**src/rtl/track_frame_pkg.sv**
```systemverilog
// track_frame_pkg: shared constants for the track framer.
// Build option: define TRACK_FRAME_TS_EN to carry a 32-bit timestamp per track
// and emit it as a second header word.
package track_frame_pkg;

   localparam logic [15:0] HDR_MARK_DEF  = 16'hA55A;
   localparam logic [15:0] TAIL_MARK_DEF = 16'h5AA5;

   // read-side FSM encoding
   localparam logic [2:0] ST_IDLE = 3'd0;
   localparam logic [2:0] ST_HDR  = 3'd1;
   localparam logic [2:0] ST_TS   = 3'd2;
   localparam logic [2:0] ST_DATA = 3'd3;
   localparam logic [2:0] ST_TAIL = 3'd4;

   // FIFO entry layout: {[ts], sof, trk, data}
   localparam int unsigned DATA_LSB = 0;
   localparam int unsigned DATA_W   = 32;
   localparam int unsigned TRK_LSB  = 32;
   localparam int unsigned TRK_W    = 16;
   localparam int unsigned SOF_BIT  = 48;
`ifdef TRACK_FRAME_TS_EN
   localparam int unsigned TS_LSB   = 49;
   localparam int unsigned TS_W     = 32;
   localparam int unsigned ENTRY_W  = 81;
`else
   localparam int unsigned ENTRY_W  = 49;
`endif

endpackage

```
**src/rtl/track_frame_fifo.sv**
```systemverilog
// track_frame_fifo: single-clock first-word-fall-through FIFO.
// rd_data always shows the head entry while empty is low.
module track_frame_fifo #(
   parameter int unsigned WIDTH = 49,
   parameter int unsigned DEPTH = 16
) (
   input  logic             clk,
   input  logic             rst_n,
   input  logic             clr,
   input  logic             wr,
   input  logic [WIDTH-1:0] wr_data,
   input  logic             rd,
   output logic [WIDTH-1:0] rd_data,
   output logic             full,
   output logic             empty
);

   localparam int unsigned AW = $clog2(DEPTH);

   logic [WIDTH-1:0] mem [DEPTH];
   logic [AW-1:0]    wr_ptr;
   logic [AW-1:0]    rd_ptr;
   logic [AW:0]      count;
   logic             wr_ok;
   logic             rd_ok;

   assign full    = count[AW];
   assign empty   = (count == '0);
   assign wr_ok   = wr & ~full;
   assign rd_ok   = rd & ~empty;
   assign rd_data = mem[rd_ptr];

   // pointer and occupancy tracking
   always_ff @(posedge clk or negedge rst_n) begin
      if (!rst_n) begin
         wr_ptr <= '0;
         rd_ptr <= '0;
         count  <= '0;
      end else if (clr) begin
         wr_ptr <= '0;
         rd_ptr <= '0;
         count  <= '0;
      end else begin
         if (wr_ok) wr_ptr <= wr_ptr + 1'b1;
         if (rd_ok) rd_ptr <= rd_ptr + 1'b1;
         case ({wr_ok, rd_ok})
            2'b10:   count <= count + 1'b1;
            2'b01:   count <= count - 1'b1;
            default: count <= count;
         endcase
      end
   end

   // storage array, no reset needed
   always_ff @(posedge clk) begin
      if (wr_ok) mem[wr_ptr] <= wr_data;
   end

endmodule

```
**src/rtl/track_frame_pack.sv**
```systemverilog
// track_frame_pack: frames per-track FIR samples into a 32-bit valid/ready
// stream (header, [timestamp], samples, trailer).
// Build option: TRACK_FRAME_TS_EN adds the timestamp word and its counter.
module track_frame_pack
   import track_frame_pkg::*;
#(
   parameter int unsigned FIFO_DEPTH = 16,
   parameter logic [15:0] HDR_MARK   = HDR_MARK_DEF,
   parameter logic [15:0] TAIL_MARK  = TAIL_MARK_DEF
) (
   input  logic        cfg_clk,
   input  logic        cfg_rst_n,
   input  logic        soft_rst,
   input  logic        track_pos,
   input  logic [15:0] track_num,
   input  logic        din_vld,
   input  logic [31:0] din,
   input  logic        seg_close,
   output logic [31:0] m_data,
   output logic        m_vld,
   output logic        m_last,
   input  logic        m_rdy,
   output logic        ovf_sticky,
   output logic [15:0] drop_cnt
);

   logic               trk_open;
   logic               pend_sof;
   logic [15:0]        pend_trk;
   logic               close_pend;
   logic               eff_sof;
   logic [15:0]        eff_trk;
   logic               wr_take;
   logic               fifo_wr;
   logic               fifo_rd;
   logic               fifo_full;
   logic               fifo_empty;
   logic [ENTRY_W-1:0] wr_entry;
   logic [ENTRY_W-1:0] head;
   logic               head_sof;
   logic [15:0]        head_trk;
   logic [31:0]        head_data;
   logic [2:0]         state;
   logic [2:0]         state_nxt;
   logic [15:0]        wcnt;
   logic               sof_own;
   logic               hs;
   logic               idle_clr;
   logic               tail_done;

   // a same-cycle track_pos claims the sample for the new track
   assign eff_sof   = track_pos | pend_sof;
   assign eff_trk   = track_pos ? track_num : pend_trk;
   assign wr_take   = din_vld & (track_pos | trk_open);
   assign fifo_wr   = wr_take & ~fifo_full;

   assign head_sof  = head[SOF_BIT];
   assign head_trk  = head[TRK_LSB +: TRK_W];
   assign head_data = head[DATA_LSB +: DATA_W];
   assign hs        = m_vld & m_rdy;

`ifdef TRACK_FRAME_TS_EN
   logic [31:0] ts_cnt;
   logic [31:0] pend_ts;
   logic [31:0] head_ts;

   assign wr_entry = {(track_pos ? ts_cnt : pend_ts), eff_sof, eff_trk, din};
   assign head_ts  = head[TS_LSB +: TS_W];

   // free-running timestamp counter
   always_ff @(posedge cfg_clk or negedge cfg_rst_n) begin
      if (!cfg_rst_n)    ts_cnt <= '0;
      else if (soft_rst) ts_cnt <= '0;
      else               ts_cnt <= ts_cnt + 32'd1;
   end
`else
   assign wr_entry = {eff_sof, eff_trk, din};
`endif

   track_frame_fifo #(
      .WIDTH (ENTRY_W),
      .DEPTH (FIFO_DEPTH)
   ) u_fifo (
      .clk     (cfg_clk),
      .rst_n   (cfg_rst_n),
      .clr     (soft_rst),
      .wr      (fifo_wr),
      .wr_data (wr_entry),
      .rd      (fifo_rd),
      .rd_data (head),
      .full    (fifo_full),
      .empty   (fifo_empty)
   );

   // write-side tagging, overflow accounting
   always_ff @(posedge cfg_clk or negedge cfg_rst_n) begin
      if (!cfg_rst_n) begin
         trk_open   <= 1'b0;
         pend_sof   <= 1'b0;
         pend_trk   <= '0;
         ovf_sticky <= 1'b0;
         drop_cnt   <= '0;
`ifdef TRACK_FRAME_TS_EN
         pend_ts    <= '0;
`endif
      end else if (soft_rst) begin
         trk_open   <= 1'b0;
         pend_sof   <= 1'b0;
         pend_trk   <= '0;
         ovf_sticky <= 1'b0;
         drop_cnt   <= '0;
`ifdef TRACK_FRAME_TS_EN
         pend_ts    <= '0;
`endif
      end else begin
         if (seg_close) trk_open <= 1'b0;
         if (track_pos) begin
            trk_open <= 1'b1;
            pend_sof <= 1'b1;
            pend_trk <= track_num;
`ifdef TRACK_FRAME_TS_EN
            pend_ts  <= ts_cnt;
`endif
         end
         if (wr_take) begin
            if (!fifo_full) begin
               pend_sof <= 1'b0;
            end else begin
               ovf_sticky <= 1'b1;
               if (drop_cnt != '1) drop_cnt <= drop_cnt + 16'd1;
            end
         end
      end
   end

   // read FSM: next state, output word and FIFO pop
   always_comb begin
      state_nxt = state;
      m_vld     = 1'b0;
      m_last    = 1'b0;
      m_data    = '0;
      fifo_rd   = 1'b0;
      case (state)
         ST_IDLE: begin
            if (!fifo_empty) begin
               if (head_sof) state_nxt = ST_HDR;
               else          fifo_rd   = 1'b1;
            end
         end
         ST_HDR: begin
            m_vld  = 1'b1;
            m_data = {HDR_MARK, head_trk};
`ifdef TRACK_FRAME_TS_EN
            if (m_rdy) state_nxt = ST_TS;
`else
            if (m_rdy) state_nxt = ST_DATA;
`endif
         end
`ifdef TRACK_FRAME_TS_EN
         ST_TS: begin
            m_vld  = 1'b1;
            m_data = head_ts;
            if (m_rdy) state_nxt = ST_DATA;
         end
`endif
         ST_DATA: begin
            // the sof entry that opened this frame carries its first sample
            if (!fifo_empty) begin
               if (head_sof && !sof_own) begin
                  state_nxt = ST_TAIL;
               end else begin
                  m_vld   = 1'b1;
                  m_data  = head_data;
                  fifo_rd = m_rdy;
               end
            end else if (close_pend) begin
               state_nxt = ST_TAIL;
            end
         end
         ST_TAIL: begin
            m_vld  = 1'b1;
            m_last = 1'b1;
            m_data = {TAIL_MARK, wcnt};
            if (m_rdy) state_nxt = (!fifo_empty && head_sof) ? ST_HDR : ST_IDLE;
         end
         default: state_nxt = ST_IDLE;
      endcase
   end

   // read FSM state, word count and first-entry ownership
   always_ff @(posedge cfg_clk or negedge cfg_rst_n) begin
      if (!cfg_rst_n) begin
         state   <= ST_IDLE;
         wcnt    <= '0;
         sof_own <= 1'b0;
      end else if (soft_rst) begin
         state   <= ST_IDLE;
         wcnt    <= '0;
         sof_own <= 1'b0;
      end else begin
         state <= state_nxt;
         if (state == ST_HDR && hs) wcnt <= '0;
         if (state == ST_DATA && fifo_rd && wcnt != '1) wcnt <= wcnt + 16'd1;
         if (state != ST_DATA && state_nxt == ST_DATA) sof_own <= 1'b1;
         else if (state == ST_DATA && fifo_rd)          sof_own <= 1'b0;
      end
   end

   // close_pend tracks whether the newest track has been closed: a new track
   // supersedes an older close, and a trailer forced by the next sof keeps it
   assign idle_clr  = (state == ST_IDLE) && fifo_empty && !fifo_wr;
   assign tail_done = (state == ST_TAIL) && hs && (state_nxt == ST_IDLE);

   // close request bookkeeping
   always_ff @(posedge cfg_clk or negedge cfg_rst_n) begin
      if (!cfg_rst_n)     close_pend <= 1'b0;
      else if (soft_rst)  close_pend <= 1'b0;
      else if (idle_clr)  close_pend <= 1'b0;
      else if (track_pos) close_pend <= 1'b0;
      else if (seg_close) close_pend <= 1'b1;
      else if (tail_done) close_pend <= 1'b0;
   end

endmodule
```
**config.mk**
```make
export PLATFORM = sky130hd
export DESIGN_NAME = track_frame_pack
export DESIGN_NICKNAME = d
export VERILOG_FILES = /design/src/rtl/track_frame_pkg.sv /design/src/rtl/track_frame_fifo.sv /design/src/rtl/track_frame_pack.sv
export SDC_FILE = /design/constraint.sdc
export NUM_CORES = 1
export LEC_CHECK = 0
export ABC_AREA = 0
export BUFFER_PORTS_ARGS = -buffer_cell sky130_fd_sc_hd__buf_2
export CAP_MARGIN = 20
export CORE_MARGIN = 5
export CORE_UTILIZATION = 40
export DETAILED_ROUTE_END_ITERATION = 10
export PLACE_DENSITY = 0.65
export SYNTH_ARGS = -nofsm -noshare
export SYNTH_HDL_FRONTEND = slang
export SYNTH_HIERARCHICAL = 1
export SYNTH_SLANG_ARGS = --single-unit
export TNS_END_PERCENT = 10
```
**constraint.sdc**
```tcl
create_clock -name cfg_clk -period 4.85 [get_ports cfg_clk]
set_input_delay 0 -clock cfg_clk [delete_from_list [all_inputs] [get_ports cfg_clk]]
set_output_delay 0 -clock cfg_clk [all_outputs]
set_load 0.01 [all_outputs]
```
==> metrics list <==
- Startpoint kind of the worst setup timing path: flip-flop
- The worst-case IR drop observed on VDD is roughly 320 uV.
- The tree is rooted in a clkbuf_16.
- Minimum clock period: 4.37 ns
- Post-CTS Setup Bufs: 0
- Setup repair after global routing left no endpoint under its margin.
- Worst-path clk slew: around 0.06 ns
- The path with the worst hold slack has its endpoint at trk_open.
* Pin count of the biggest net entering global routing: 173
- Crit share post-route: 0.902
* Share of post-route cells with drive strength above 1: 0.268
- Gr usage total: 0.182
- The number of different library cells used by synthesis comes to 64.
- Buffers inserted during clock tree synthesis total 86.
- Post-route setup slack: ~0.48 ns
* Max Clock Freq: around 230 MHz
- Arrival time at the worst endpoint: ~4.4 ns
- Met3 Wirelength: between 5000 and 6000 microns
- Start of the worst register-to-register path: u_fifo/rd_ptr[1]
- Total congestion overflow: 0
* Area of the mapped netlist: 33,700 sq um
- Setup skew after layout: around 0.023 ns
- In this run, synthesis inferred slightly below 800 flip-flops with an integrated enable.
* Count of vias placed by the detailed router: ~18,000
* Met2 wire length: 40,300 microns
* Final nets: 1,938
- After detailed routing, the number of vias per cell comes to between 5 and 6.
- Leading area contributor after synthesis: edfxtp_1
* CP Data Required Time: 4.85 ns
- Setup violations remaining at the end of the flow were counted as 0.
* Starting density of the core: 0.403
* Clock tree from TritonCTS: built
- Async S/R FF share, synth: 0.0809
- Worst hold path depth: 3
- Post-CTS Resized: 0
- Input and output buffers added on the ports amount to between 100 and 150.
* Number of buffers inserted for hold repair after clock tree synthesis: 54
- Of the post-synthesis cell area, the dominant cell type holds 0.698.
* Max-slew violation total from the final report: 0
* Critical Setup Path Class: flip-flop to primary output
* Number of remaining DRC errors: 0
- For this run, the detailed router's first-pass iteration total came to 7.
- Layout area overhead: 15.4%
- Post-route setup TNS: 0 ns
* Number of H-tree branching levels: 3
- Top layer in use: met4
* First-pass GRT wire length: 121,000 microns
* Dominant cells by area after synthesis: edfxtp_1 (70%), mux4_2 (13%), dfrtp_1 (5.1%), a22oi_1 (2.2%), nand2_1 (0.73%)
* Class of the tightest hold or removal check: input pin to flip-flop
- The die is approximately 300 microns wide.
* Largest fanout on the critical path: between 100 and 150
- Routability-driven placement finished with a final weighted congestion of roughly 0.76.
- Row generation in the floorplan step produced between 100 and 150 rows.
- Max-slew headroom at the worst pin: 0.202
* Max Cap Violations: 0
- Pre-CTS worst setup slack: roughly 0.74 ns
* Fin. Hold Viols: 0
- Number of routed nets with antenna violations: 0
* Total routed wire length on the met1 layer: between 30,000 and 40,000 microns
- The flow ran to the end, and the final reports show no timing, DRC or antenna violations.
* Setup crit end kind: primary output
- Worst reg2reg path depth: 15
- The analysis attributes to cell leakage a power of approximately 13 nW.
* Half-perimeter wire length of the detailed placement result: roughly 45,000 microns
* Total wirelength of the detailed-routed design: about 83,000 microns
* Num ports: 106
- Counting flops and latches in the post-synthesis netlist gives ~850.
- Maximum clock insertion buffer count: 3
* Total number of yosys warnings: 6
- Clock insertion delay at the later pin of the skew report: around 0.65 ns
* Syn_area_per_cell: 20.1 sq um
* Core Box Area: roughly 84,000 sq um
- The die covers 90,300 sq um.
- Clock Sinks: between 800 and 900
* Worst r2r dst: u_fifo/count[4]
* Slew at the pin closest to its max-slew limit: 1.20 ns
- Vias in the first global route: ~18,000
- When the netlist entered floorplanning its net count stood at between 1,500 and 2,000.
- Chip Height: 300 microns
- For this design the ratio of total power to cell area is around 460 nW/um^2.
* Most common flop cell mapped by yosys: edfxtp_1
- The startpoint identified for the worst hold timing path is soft_rst.
* Wire length per cell after detailed routing: between 20 and 30 microns
* Detailed Route Iter0 Violations: 1,852
- Gate count of the mapped netlist: 1,675
- Fill cell count: roughly 7,000
- Sequential fraction of the synthesis area: 0.749
- Number of antenna violations at the first check in global routing: 4
- Reg2Reg Setup Slack: 0.66 ns
[synth_stat cells, types with 5 or more instances]
library cell,number
inv_1,32
buf_1,7
a31oi_1,5
nor2_1,28
nand2b_1,5
dfrtp_1,69
nor3b_1,6
o21ai_0,10
nand4_1,11
a211o_1,5
ha_1,10
a21oi_1,21
nand2_1,66
or4_1,7
o31ai_1,7
a221o_1,10
a22oi_1,98
nand3_1,16
nor3_1,19
a21o_1,18
edfxtp_1,784
nor4_1,12
buf_6,17
mux2_2,19
or3_1,9
nor2b_1,24
and2_1,22
clkbuf_1,42
and3_1,6
mux4_2,196
a222oi_1,16
buf_2,25
[where the power goes]
| part | internal (mW) | switching (mW) |
|---|---|---|
| clock network | 3.73 | 2.75 |
| registers | 8.26 | 0.0993 |
| logic | 1.44 | 1.63 |
[placed cells by master (no fill, tap or decap), types with 5 or more instances in the layout]
cell / instances
clkbuf_16: 86
clkinv_2: 13
nand2b_1: 5
nand4_1: 11
and2_1: 5
o31ai_1: 7
nor2b_1: 22
nand3_1: 16
a221o_1: 10
nor2_1: 27
and2_4: 16
inv_1: 32
buf_2: 105
nor4_1: 12
a222oi_1: 16
dfrtp_1: 67
o21ai_0: 10
a22oi_1: 98
edfxtp_1: 784
bufinv_16: 7
a211o_1: 5
clkinv_1: 17
clkbuf_1: 22
a21oi_1: 21
nor3_1: 18
nand2_1: 66
or3_1: 9
a21o_1: 18
dlygate4sd3_1: 55
and3_1: 6
mux4_2: 196
or4_1: 7
mux2_2: 19
ha_1: 10
a31oi_1: 5
buf_4: 40
[critical path, stage by stage, from the launching register on]
cell      delay (ns)
dfrtp_4         0.48
buf_4           0.40
buf_12          0.69
mux4_2          0.61
a22oi_1         0.22
nand2_1         0.19
a222oi_1        0.61
inv_1           0.11
buf_2           0.17
[routing by layer]
layer  vias to the layer above  GRT usage
li1                       7393          -
met1                      9444      0.257
met2                       733      0.294
met3                       114     0.0326
met4                         0     0.0478
met5                         -          0
[final cells by class]
cell class / count / area [sq um] / area share
Timing Repair Buffer: 204 / 1460 / 0.0376
Antenna cell: 2 / 5.00 / 0.000129
Tap cell: 1134 / 1420 / 0.0364
Inverter: 33 / 124 / 0.00318
Multi-Input combinational cell: 694 / 7900 / 0.203
Sequential cell: 853 / 25300 / 0.649
Clock buffer: 112 / 2290 / 0.0588
Clock inverter: 46 / 465 / 0.0120
[state kept, by name, indices dropped and copies added, names as in the netlist]
| signal | cells |
|---|---|
| pend_trk | 16 |
| sof_own | 1 |
| trk_open | 1 |
| state | 3 |
| u_fifo/rd_ptr | 4 |
| wcnt | 16 |
| pend_sof | 1 |
| ovf_sticky | 1 |
| close_pend | 1 |
| drop_cnt | 16 |
| u_fifo/wr_ptr | 4 |
| u_fifo/mem | 784 |
| u_fifo/count | 5 |
[worst max-delay path by stage]
stage,end,cells past startpoint,from
CTS,m_data[30],8,u_fifo/rd_ptr[0]
global placement,u_fifo/count[4],15,u_fifo/rd_ptr[1]
finish,m_data[2],8,u_fifo/rd_ptr[0]
global route,m_data[30],8,u_fifo/rd_ptr[0]
floorplan,u_fifo/count[4],18,u_fifo/rd_ptr[1]
detailed placement,u_fifo/count[4],15,u_fifo/rd_ptr[1]
[kinds of logic (layout without fill, tap and decap cells)]
kind of cell               count (synthesis)  count (layout)  share of synthesized area
adders and majority gates                 11              11                    0.00430
muxes                                    218             218                      0.138
AOI/OAI and AO/OA                        211             211                     0.0478
other                                      0               2                          0
and+or+nand+nor                          247             247                     0.0398
xor gates and xnor gates                   7               7                    0.00182
DFF                                      853             853                      0.749
buffers and inverters                    128             395                     0.0193
[through the flow]
| stage | std cells | util | hold slack, ns | cell area (sq um) | power [mW] |
|---|---|---|---|---|---|
| 2_1_floorplan | 1675 | - | -0.296 | 33700 | 10.8 |
| 3_3_place_gp | 2861 | 0.425 | 0.224 | 35600 | 11.5 |
| 3_5_place_dp | 2862 | 0.425 | 0.243 | 35600 | 11.6 |
| 4_1_cts | 3074 | 0.465 | 0.0177 | 38900 | 18.1 |
| 5_1_grt | 3076 | 0.465 | 0.0591 | 38900 | 18.6 |
| 6_report | 3078 | 0.465 | 0.0430 | 38900 | 17.9 |
Note: power is estimated with default switching activity, not from simulation.
